## config.mk

```make
export PLATFORM = sky130hd
export DESIGN_NAME = cop0_vic
export DESIGN_NICKNAME = d
export VERILOG_FILES = /design/src/rtl/cop0_pkg.sv /design/src/rtl/cop0_timer.sv /design/src/rtl/cop0_vic.sv
export SDC_FILE = /design/constraint.sdc
export NUM_CORES = 1
export LEC_CHECK = 0
export BUFFER_PORTS_ARGS = -buffer_cell sky130_fd_sc_hd__buf_2
export CORE_AREA = 3 3 90 177
export CTS_BUF_LIST = sky130_fd_sc_hd__clkbuf_2
export CTS_CLUSTER_DIAMETER = 40
export DETAILED_ROUTE_END_ITERATION = 12
export DIE_AREA = 0 0 93 180
export GPL_ROUTABILITY_DRIVEN = 0
export GPL_TIMING_DRIVEN = 0
export HOLD_SLACK_MARGIN = 0.06
export PLACE_DENSITY_LB_ADDON = 0.12
export SLEW_MARGIN = 20
export SYNTH_ARGS = -nofsm -noshare
export SYNTH_HDL_FRONTEND = slang
export SYNTH_HIERARCHICAL = 1
export SYNTH_SLANG_ARGS = --single-unit
```

## constraint.sdc

```tcl
create_clock -name i_clk -period 3.4 [get_ports i_clk]
set_clock_uncertainty 0.2 [all_clocks]
set_input_delay 0.34 -clock i_clk [delete_from_list [all_inputs] [get_ports i_clk]]
set_output_delay 0.34 -clock i_clk [all_outputs]
set_load 0.01 [all_outputs]
```

## src/rtl/cop0_pkg.sv

```systemverilog
// Shared definitions for the cop0_vic exception/interrupt controller:
// register map, STATUS field positions and exception vector indices.
package cop0_pkg;

  localparam logic [4:0] ADDR_STATUS  = 5'd1;
  localparam logic [4:0] ADDR_CAUSE   = 5'd2;
  localparam logic [4:0] ADDR_EPC     = 5'd3;
  localparam logic [4:0] ADDR_COUNT   = 5'd4;
  localparam logic [4:0] ADDR_COMPARE = 5'd5;

  localparam int ST_IE        = 0;
  localparam int ST_EXL       = 1;
  localparam int ST_VE        = 2;
  localparam int ST_EN_BASE   = 8;
  localparam int ST_EN_OVF    = ST_EN_BASE + 0;
  localparam int ST_EN_RI     = ST_EN_BASE + 1;
  localparam int ST_MASK_BASE = 10;

  localparam int VEC_OVF      = 0;
  localparam int VEC_RI       = 1;
  localparam int VEC_TIMER    = 2;
  localparam int VEC_IRQ_BASE = 3;

  localparam logic [31:0] STATUS_RESET = 32'h0000_0101;

endpackage

```

## src/rtl/cop0_timer.sv

```systemverilog
// Free-running COUNT register with COMPARE match flag (TI).
// TI is sticky until software rewrites COMPARE.
module cop0_timer (
  input  logic        i_clk,
  input  logic        i_rst_n,
  input  logic        i_count_load,
  input  logic        i_compare_load,
  input  logic [31:0] i_data,
  output logic [31:0] o_count,
  output logic [31:0] o_compare,
  output logic        o_ti
);

  logic [31:0] count_q, count_d;
  logic [31:0] compare_q, compare_d;
  logic        ti_q, ti_d;

  always_comb begin
    count_d   = i_count_load ? i_data : count_q + 32'd1;
    compare_d = i_compare_load ? i_data : compare_q;
    ti_d      = ti_q;
    if (count_d == compare_q) ti_d = 1'b1;
    // A COMPARE write acknowledges the interrupt, even against a match this cycle.
    if (i_compare_load) ti_d = 1'b0;
  end

  // NOTE: sequential state uses non-blocking assignments so every flop samples
  // pre-edge values; blocking here would create order-dependent races.
  always_ff @(posedge i_clk or negedge i_rst_n) begin
    if (!i_rst_n) begin
      count_q   <= 32'd0;
      compare_q <= 32'hFFFF_FFFF;
      ti_q      <= 1'b0;
    end else begin
      count_q   <= count_d;
      compare_q <= compare_d;
      ti_q      <= ti_d;
    end
  end

  assign o_count   = count_q;
  assign o_compare = compare_q;
  assign o_ti      = ti_q;

endmodule

```

## src/rtl/cop0_vic.sv

```systemverilog
// Coprocessor-0 with maskable synchronised interrupts, COUNT/COMPARE timer,
// fixed-priority arbitration and optional vectored handler addresses.
module cop0_vic
  import cop0_pkg::*;
#(
  parameter int          NUM_IRQ      = 6,
  parameter logic [31:0] HANDLER_BASE = 32'h0000_0010,
  parameter int          VECTOR_SHIFT = 4,
  parameter int          SYNC_STAGES  = 2
) (
  input  logic               i_clk,
  input  logic               i_rst_n,
  input  logic               i_arithmetic_overflow,
  input  logic               i_unknown_command,
  input  logic               i_unknown_func,
  input  logic [NUM_IRQ-1:0] i_irq,
  input  logic               i_mtc0,
  input  logic               i_eret,
  input  logic [4:0]         i_address,
  input  logic [31:0]        i_data,
  input  logic [31:0]        i_pc_to_epc,
  output logic [31:0]        o_data,
  output logic [31:0]        o_epc_to_pc,
  output logic               o_exception,
  output logic [31:0]        o_handler_address,
  output logic               o_timer_irq
);

  localparam int NUM_REQ = NUM_IRQ + 3;
  localparam int TI_BIT  = ST_MASK_BASE + NUM_IRQ;

  logic [NUM_IRQ-1:0] sync_q [SYNC_STAGES];
  logic [NUM_IRQ-1:0] irq_sync;
  logic [31:0]        status_q, status_d;
  logic [31:0]        epc_q, epc_d;
  logic [4:0]         cause_idx_q, cause_idx_d;
  logic [31:0]        cause_rd;
  logic [31:0]        count, compare;
  logic               ti;
  logic [NUM_REQ-1:0] req;
  logic               any_req;
  logic [4:0]         win_idx;
  logic               take;
  logic               wr_status, wr_count, wr_compare;

  assign wr_status  = i_mtc0 && (i_address == ADDR_STATUS);
  assign wr_count   = i_mtc0 && (i_address == ADDR_COUNT);
  assign wr_compare = i_mtc0 && (i_address == ADDR_COMPARE);

  cop0_timer u_timer (
    .i_clk          (i_clk),
    .i_rst_n        (i_rst_n),
    .i_count_load   (wr_count),
    .i_compare_load (wr_compare),
    .i_data         (i_data),
    .o_count        (count),
    .o_compare      (compare),
    .o_ti           (ti)
  );

  // NOTE: synchroniser flops are reset too, so a reset mid-operation cannot
  // leave a stale interrupt level in the pipeline.
  always_ff @(posedge i_clk or negedge i_rst_n) begin
    if (!i_rst_n) begin
      for (int s = 0; s < SYNC_STAGES; s++) sync_q[s] <= '0;
    end else begin
      sync_q[0] <= i_irq;
      for (int s = 1; s < SYNC_STAGES; s++) sync_q[s] <= sync_q[s-1];
    end
  end

  assign irq_sync = sync_q[SYNC_STAGES-1];

  // NOTE: every combinational output gets a default first so no path leaves
  // it unassigned, which would infer a latch.
  always_comb begin
    req            = '0;
    req[VEC_OVF]   = i_arithmetic_overflow & status_q[ST_EN_OVF];
    req[VEC_RI]    = (i_unknown_command | i_unknown_func) & status_q[ST_EN_RI];
    req[VEC_TIMER] = ti & status_q[TI_BIT];
    for (int k = 0; k < NUM_IRQ; k++)
      req[VEC_IRQ_BASE + k] = irq_sync[k] & status_q[ST_MASK_BASE + k];
  end

  // Lowest index wins: scan from the bottom priority upward so it overwrites last.
  always_comb begin
    win_idx = 5'd0;
    for (int i = NUM_REQ - 1; i >= 0; i--)
      if (req[i]) win_idx = 5'(i);
  end

  assign any_req = |req;
  assign take    = status_q[ST_IE] & ~status_q[ST_EXL] & any_req;

  always_comb begin
    o_handler_address = HANDLER_BASE;
    if (status_q[ST_VE] && any_req)
      o_handler_address = HANDLER_BASE + (32'(win_idx) << VECTOR_SHIFT);
  end

  always_comb begin
    status_d = status_q;
    if (wr_status) begin
      status_d         = i_data;
      status_d[ST_EXL] = status_q[ST_EXL];
    end
    if (i_eret) status_d[ST_EXL] = 1'b0;
    if (take)   status_d[ST_EXL] = 1'b1;
    epc_d       = take ? i_pc_to_epc : epc_q;
    cause_idx_d = take ? win_idx : cause_idx_q;
  end

  always_ff @(posedge i_clk or negedge i_rst_n) begin
    if (!i_rst_n) begin
      status_q    <= STATUS_RESET;
      epc_q       <= 32'd0;
      cause_idx_q <= 5'd0;
    end else begin
      status_q    <= status_d;
      epc_q       <= epc_d;
      cause_idx_q <= cause_idx_d;
    end
  end

  always_comb begin
    cause_rd                               = '0;
    cause_rd[4:0]                          = cause_idx_q;
    cause_rd[ST_MASK_BASE +: NUM_IRQ]      = irq_sync;
    cause_rd[TI_BIT]                       = ti;
  end

  always_comb begin
    case (i_address)
      ADDR_STATUS:  o_data = status_q;
      ADDR_CAUSE:   o_data = cause_rd;
      ADDR_EPC:     o_data = epc_q;
      ADDR_COUNT:   o_data = count;
      ADDR_COMPARE: o_data = compare;
      default:      o_data = 32'd0;
    endcase
  end

  assign o_epc_to_pc = epc_q;
  assign o_exception = take;
  assign o_timer_irq = ti;

endmodule

```

### Yosys cells after proc, flatten, opt, wreduce, memory -nomap -nowiden

Cells that the tools add are included.

* register bits after elaboration: 146
* latch bits: 0
* memory bits (writable): 0
* ROM bits: 0
* bits of input ports: 82
* output and inout bits: 98
* word-level logic and storage cells: 53
* memories: 0

* $add $sub $neg: 2
* $mul: 0
* divide/modulo/power cells: 0
* magnitude comparators: 0
* equal/unequal tests: 6
* shifts and indexed selects: 0
* multiplexer cells: 16
* bitwise gates (word level): 13
* reduce and logical (&&, ||, !) cells: 7

Operator list (count)
* 32-bit case mux with 5 select lines: 1
* 5-bit two-way mux: 8
* 32-bit by 1-bit adder with 32-bit output (second input constant): 1
* 32-bit equality test: 1
* 32-bit two-way mux: 1
* 1-bit AND: 11
* 5-bit by 9-bit adder with 10-bit output (first input constant): 1
* 5-bit by 2-bit equality test with 1-bit output (second input constant): 2
* 5-bit by 3-bit equality test with 1-bit output (second input constant): 2
* 10-bit two-way mux: 1
* 9-bit OR reduction: 1
* 5-bit by 1-bit equality test with 1-bit output (second input constant): 1
* 1-bit logical AND: 4
* 1-bit two-way mux: 4
* 4-bit two-way mux: 1
* 2-bit nonzero test: 2
* 1-bit inverter: 1
* 1-bit bitwise OR: 1

### Depth between registers and ports, before layout

* depth after elaboration: 12
* gate-level depth with buffers: 15

### Cells and area by module

Netlist, hierarchy kept.

By module, submodules not included
* cop0_vic: instances 1, cells each 355, area an instance 4230.3 um2, sequential area each 2004.4 um2
* cop0_timer: instances 1, cells each 391, area an instance 4038.9 um2, sequential area each 1666.6 um2

### Least setup slack after synthesis

Ideal clock, no wire load.

* kind: input-to-reg
* from: in i_address[3]
* to: reg u_timer.ti_q, in the netlist u_timer/o_ti
* library setup time: 0.095 ns
* data arrival time: 3.048 ns
* data required time: 3.105 ns
* slack: 0.057 ns
* stages on the path: 13
* cell sequence: nor2_1 nand2_1 nor3_2 clkbuf_1 and2_1 clkbuf_1 mux2_2 xnor2_1 nand4_1 a211oi_1 nand4_1 or4_1 o32ai_2

* word-level cells in the longest chain between the ends: 5

RTL lines
* start: declaration: RTL line cop0_vic.sv:19 `input logic [4:0] i_address,`
* 5-bit by 3-bit equality test with 1-bit output: RTL line cop0_vic.sv:47 `assign wr_count = i_mtc0 && (i_address == ADDR_COUNT);`
* 1-bit logical AND: RTL line cop0_vic.sv:47
* named net wr_count: RTL line cop0_vic.sv:44 `logic wr_status, wr_count, wr_compare;`
* 32-bit two-way mux: RTL line cop0_timer.sv:19 `count_d = i_count_load ? i_data : count_q + 32'd1;`
* named net u_timer.count_d[1]: RTL line cop0_timer.sv:14 `logic [31:0] count_q, count_d;`
* 32-bit equality test: RTL line cop0_timer.sv:22 `if (count_d == compare_q) ti_d = 1'b1;`
* 2-bit nonzero test (no source line)
* end signal: assignment: RTL line cop0_timer.sv:37 `ti_q <= ti_d;`
* end: declaration: RTL line cop0_timer.sv:16 `logic ti_q, ti_d;`

The timed path passes the listed nets, and every way through them passes these cells.
A chain may end at the register's enable or synchronous reset.

### Worst setup path in the final report

* from: reg u_timer.count_q[0], in the netlist u_timer/o_count[0]
* to: reg u_timer.ti_q, in the netlist u_timer/o_ti

* word-level cells in the longest chain between the ends: 4

RTL lines
* start: declaration: RTL line cop0_timer.sv:14
* start signal: assignment: RTL line cop0_timer.sv:35 `count_q <= count_d;`
* 32-bit by 1-bit adder with 32-bit output: RTL line cop0_timer.sv:19
* 32-bit two-way mux: RTL line cop0_timer.sv:19
* 32-bit equality test: RTL line cop0_timer.sv:22
* 2-bit nonzero test (no source line)

Every way passes these cells.

==> reports/qor.yml <==
synthesis:
  synth_area_per_cell_um2: 11.1
  synth_area_um2: 8270
  ys.flop_type: "dfrtp_1"
  yosysSeqAreaShare_pct: 44.4
  ys_ff_latch: 145
  yosysTopAreaCell: "dfrtp_1"
  postSynthCellCount: 746
  ys_async_sr_fraction_pct: 100
  synth.area.top_cells: "dfrtp_1 (34%), dfstp_2 (11%), mux2_2 (9.5%), mux2_4 (5.4%), nand2_1 (4.6%)"
  ys.warnings.count: 6
  yosysUniqueCellTypes: 77
  yosys.area.top_type_share_pct: 33.6
  synth_edf_count: 0
cts:
  cts_tree: "done"
  clk_pin_slew_worst_paths_ps: 270
  clkLatencyLatePin_ps: 760
  htree_levels: 4
  clockBufferDepth: 2
  ctsRootBufferMaster: "clkbuf_2"
  clock-sinks: 145
  cts_buffers: 17
sta:
  post-route-period-util_pct: 96.6
  grt_setup_unrepaired: "no"
  fin_crit_ps: 3280
  worst_pin_slew_ps: 908
  setup_viol: 0
  drv_slew: 0
  slew-limit-headroom_pct: 39.5
  hold_viol_final: 0
  max_freq_mhz: 305
  timing.hold.ws_ps: 138
floorplanning:
  die_height_um: 180
  die_x_um: 93
  initial_core_util_pct: 55.8
  io_pins: 180
  core_um2: 14800
  die_area_um2: 16700
  num_rows: 63
run:
  drv_cap: 0
cells_and_area:
  multiInputGateArea_um2: 4270
  nNetsFinal: 1114
  area_growth_pct: 27.4
  drive_above_1_share_pct: 38.1
  fill_cells: 1145
  finalCoreUtilization_pct: 71.1
  seqCellArea_um2: 3680
grt:
  antenna_found_initial: 1
  grtUsageTotal_pct: 33.2
  grt_pass1_wl_mm: 42.0
  grt_max_degree: 69
  overflow: 0
  grt_pass1_vias: 7748
power_and_ir_drop:
  p_int_mw: 3.62
  power.switching_mw: 2.41
  max-vdd-ir-drop_mv: 0.471
  power_density_nw_per_um2: 572
  swShare_pct: 40.0
  pwr-share-seq_pct: 47.4
  leakagePower_nw: 4.89
  pwr-share-clk_pct: 15.4
  comb_power_share_pct: 37.2
critical_path:
  cp.required_ps: 3900
  cp_max_fo: 6
  end_kind: "flip-flop"
  worstSetupPathType: "flip-flop to flip-flop"
  worst_setup_path_start_kind: "flip-flop"
  worstPathArrival_ps: 3780
route:
  wirelength_mm: 27.2
  wl_per_cell_um: 21.9
  drc: 0
  drt_iter0_drc: 613
  via_per_inst: 5.88
  vias: 7286
  drt_pass1_iterations: 8
  antenna_left: 0
min_path:
  hold_path_class: "input pin to flip-flop"
placement:
  hpwlAfterDp_mm: 19.4
  io_buffers: 151
status:
  outcome: "completed"
layout make-up:
type,instances,share of cell area [%]
diodes,1,0.0238
multi-input cells,554,40.5
inverters,11,0.392
clock buffers,17,0.808
well taps,195,2.32
repair buffers,240,16.0
flip-flops and latches,145,34.9
plain buffers,62,3.82
clock inverters,15,1.18
flip-flops by register name (all words and copies together) (netlist names):
register	cells
u_timer/o_ti	1
u_timer/o_compare	32
cause_idx_q	4
u_timer/o_count	32
status_q	32
sync_q	6
irq_sync	6
o_epc_to_pc	32
cells in the final DEF (no fill, tap or decap), types with 14 or more instances in the layout:
cell           synthesis  routed
xor2_1                32      32
dfstp_2               34      34
buf_4                 31      32
xnor2_1               40      40
clkbuf_1              17      15
a222oi_1              22      22
conb_1                 1      28
buf_2                  6     156
o21ai_0               43      43
nand2_1              102     102
dlygate4sd3_1          0      86
mux2_2                70      70
mux2_4                30      30
nor2_1                20      20
clkbuf_2               0      18
dfrtp_1              111     107
nand3_1               14      14
through the flow:
step                total power, mW  cells  instance area, um2  setup TNS, ps  worst slack (ps)
floorplan                      4.12    773                8370              0              56.8
finish                         6.03   1240               10500              0               117
global placement               4.87   1119                9370         -36900             -1040
detailed placement             4.96   1120                9410         -12690             -1120
global route                   6.33   1240               10500              0              3.52
CTS                            5.97   1238               10500              0              36.6
kinds of logic (layout without fill, tap and decap cells):
| logic type | Yosys count | count (layout) | share of synthesized area (%) |
|---|---|---|---|
| other | 1 | 29 | 0.0453 |
| adders and majority gates | 1 | 1 | 0.151 |
| buffers and inverters | 74 | 345 | 5.40 |
| and+or+nand+nor | 213 | 213 | 13.5 |
| AOI/OAI and AO/OA | 122 | 122 | 11.4 |
| DFF | 145 | 145 | 44.4 |
| muxes | 116 | 116 | 17.0 |
| xor gates and xnor gates | 74 | 74 | 8.17 |
worst max-delay path, cell delays in order (launching register included):
cell and delay [ps]:
dfrtp_2 490, ha_1 310, nand4_4 170, nor4_4 380, nor2_1 80, a21oi_1 170, o32ai_1 90, or4_1 510
or4_1 570, o32ai_2 280
metal layers:
metal  track usage (%)  share of wire, %  vias up
li1                  -                 -     3238
met4              24.5               8.5        0
met3              6.37               5.6      123
met2              58.5                53      375
met1              33.9                33     3550
met5                 0                 0        -
cell usage after synthesis (4+ instances only):
cell / count
nor3_1: 9
nor2b_1: 5
nand4_1: 11
inv_1: 10
nand3_1: 14
nand2_1: 102
mux2_4: 30
buf_2: 6
buf_4: 31
a21oi_1: 9
clkbuf_1: 17
xnor2_1: 40
nor4_1: 8
dfrtp_1: 111
a222oi_1: 22
buf_6: 6
nor2_1: 20
a221o_1: 11
mux2i_1: 13
and4_1: 4
and3_1: 7
dfstp_2: 34
and2_1: 4
mux2_2: 70
o21ai_0: 43
xor2_1: 32
power groups by stage:
stage	sequential [mW]	clock, mW	combinational [mW]
CTS	2.84	0.934	2.19
global route	2.93	1.01	2.39
finish	2.86	0.925	2.24
floorplan	2.82	0	1.30
global placement	2.83	0	2.04
detailed placement	2.87	0	2.09
repair_timing:
action                                 CTS  global route
resized for setup                        3             5
setup endpoints to repair                1             1
endpoints found under the hold margin  267             0
pin swaps                                0             1
hold buffers                            87             0
setup buffers                            0             1
worst paths after layout:
kind	start	end	slack (ps)	depth (start not counted)
max reg2reg	u_timer/o_count[0]	u_timer/o_ti	120	9
min reg2reg	sync_q[9]	irq_sync[3]	180	0
min in group asynchronous	i_rst_n	u_timer/o_compare[15]	540	3
min	i_address[4]	status_q[0]	140	6
max in group asynchronous	i_rst_n	u_timer/o_compare[6]	2030	4
max	u_timer/o_count[0]	u_timer/o_ti	120	9
No activity file was read; power rests on OpenSTA's default activity.
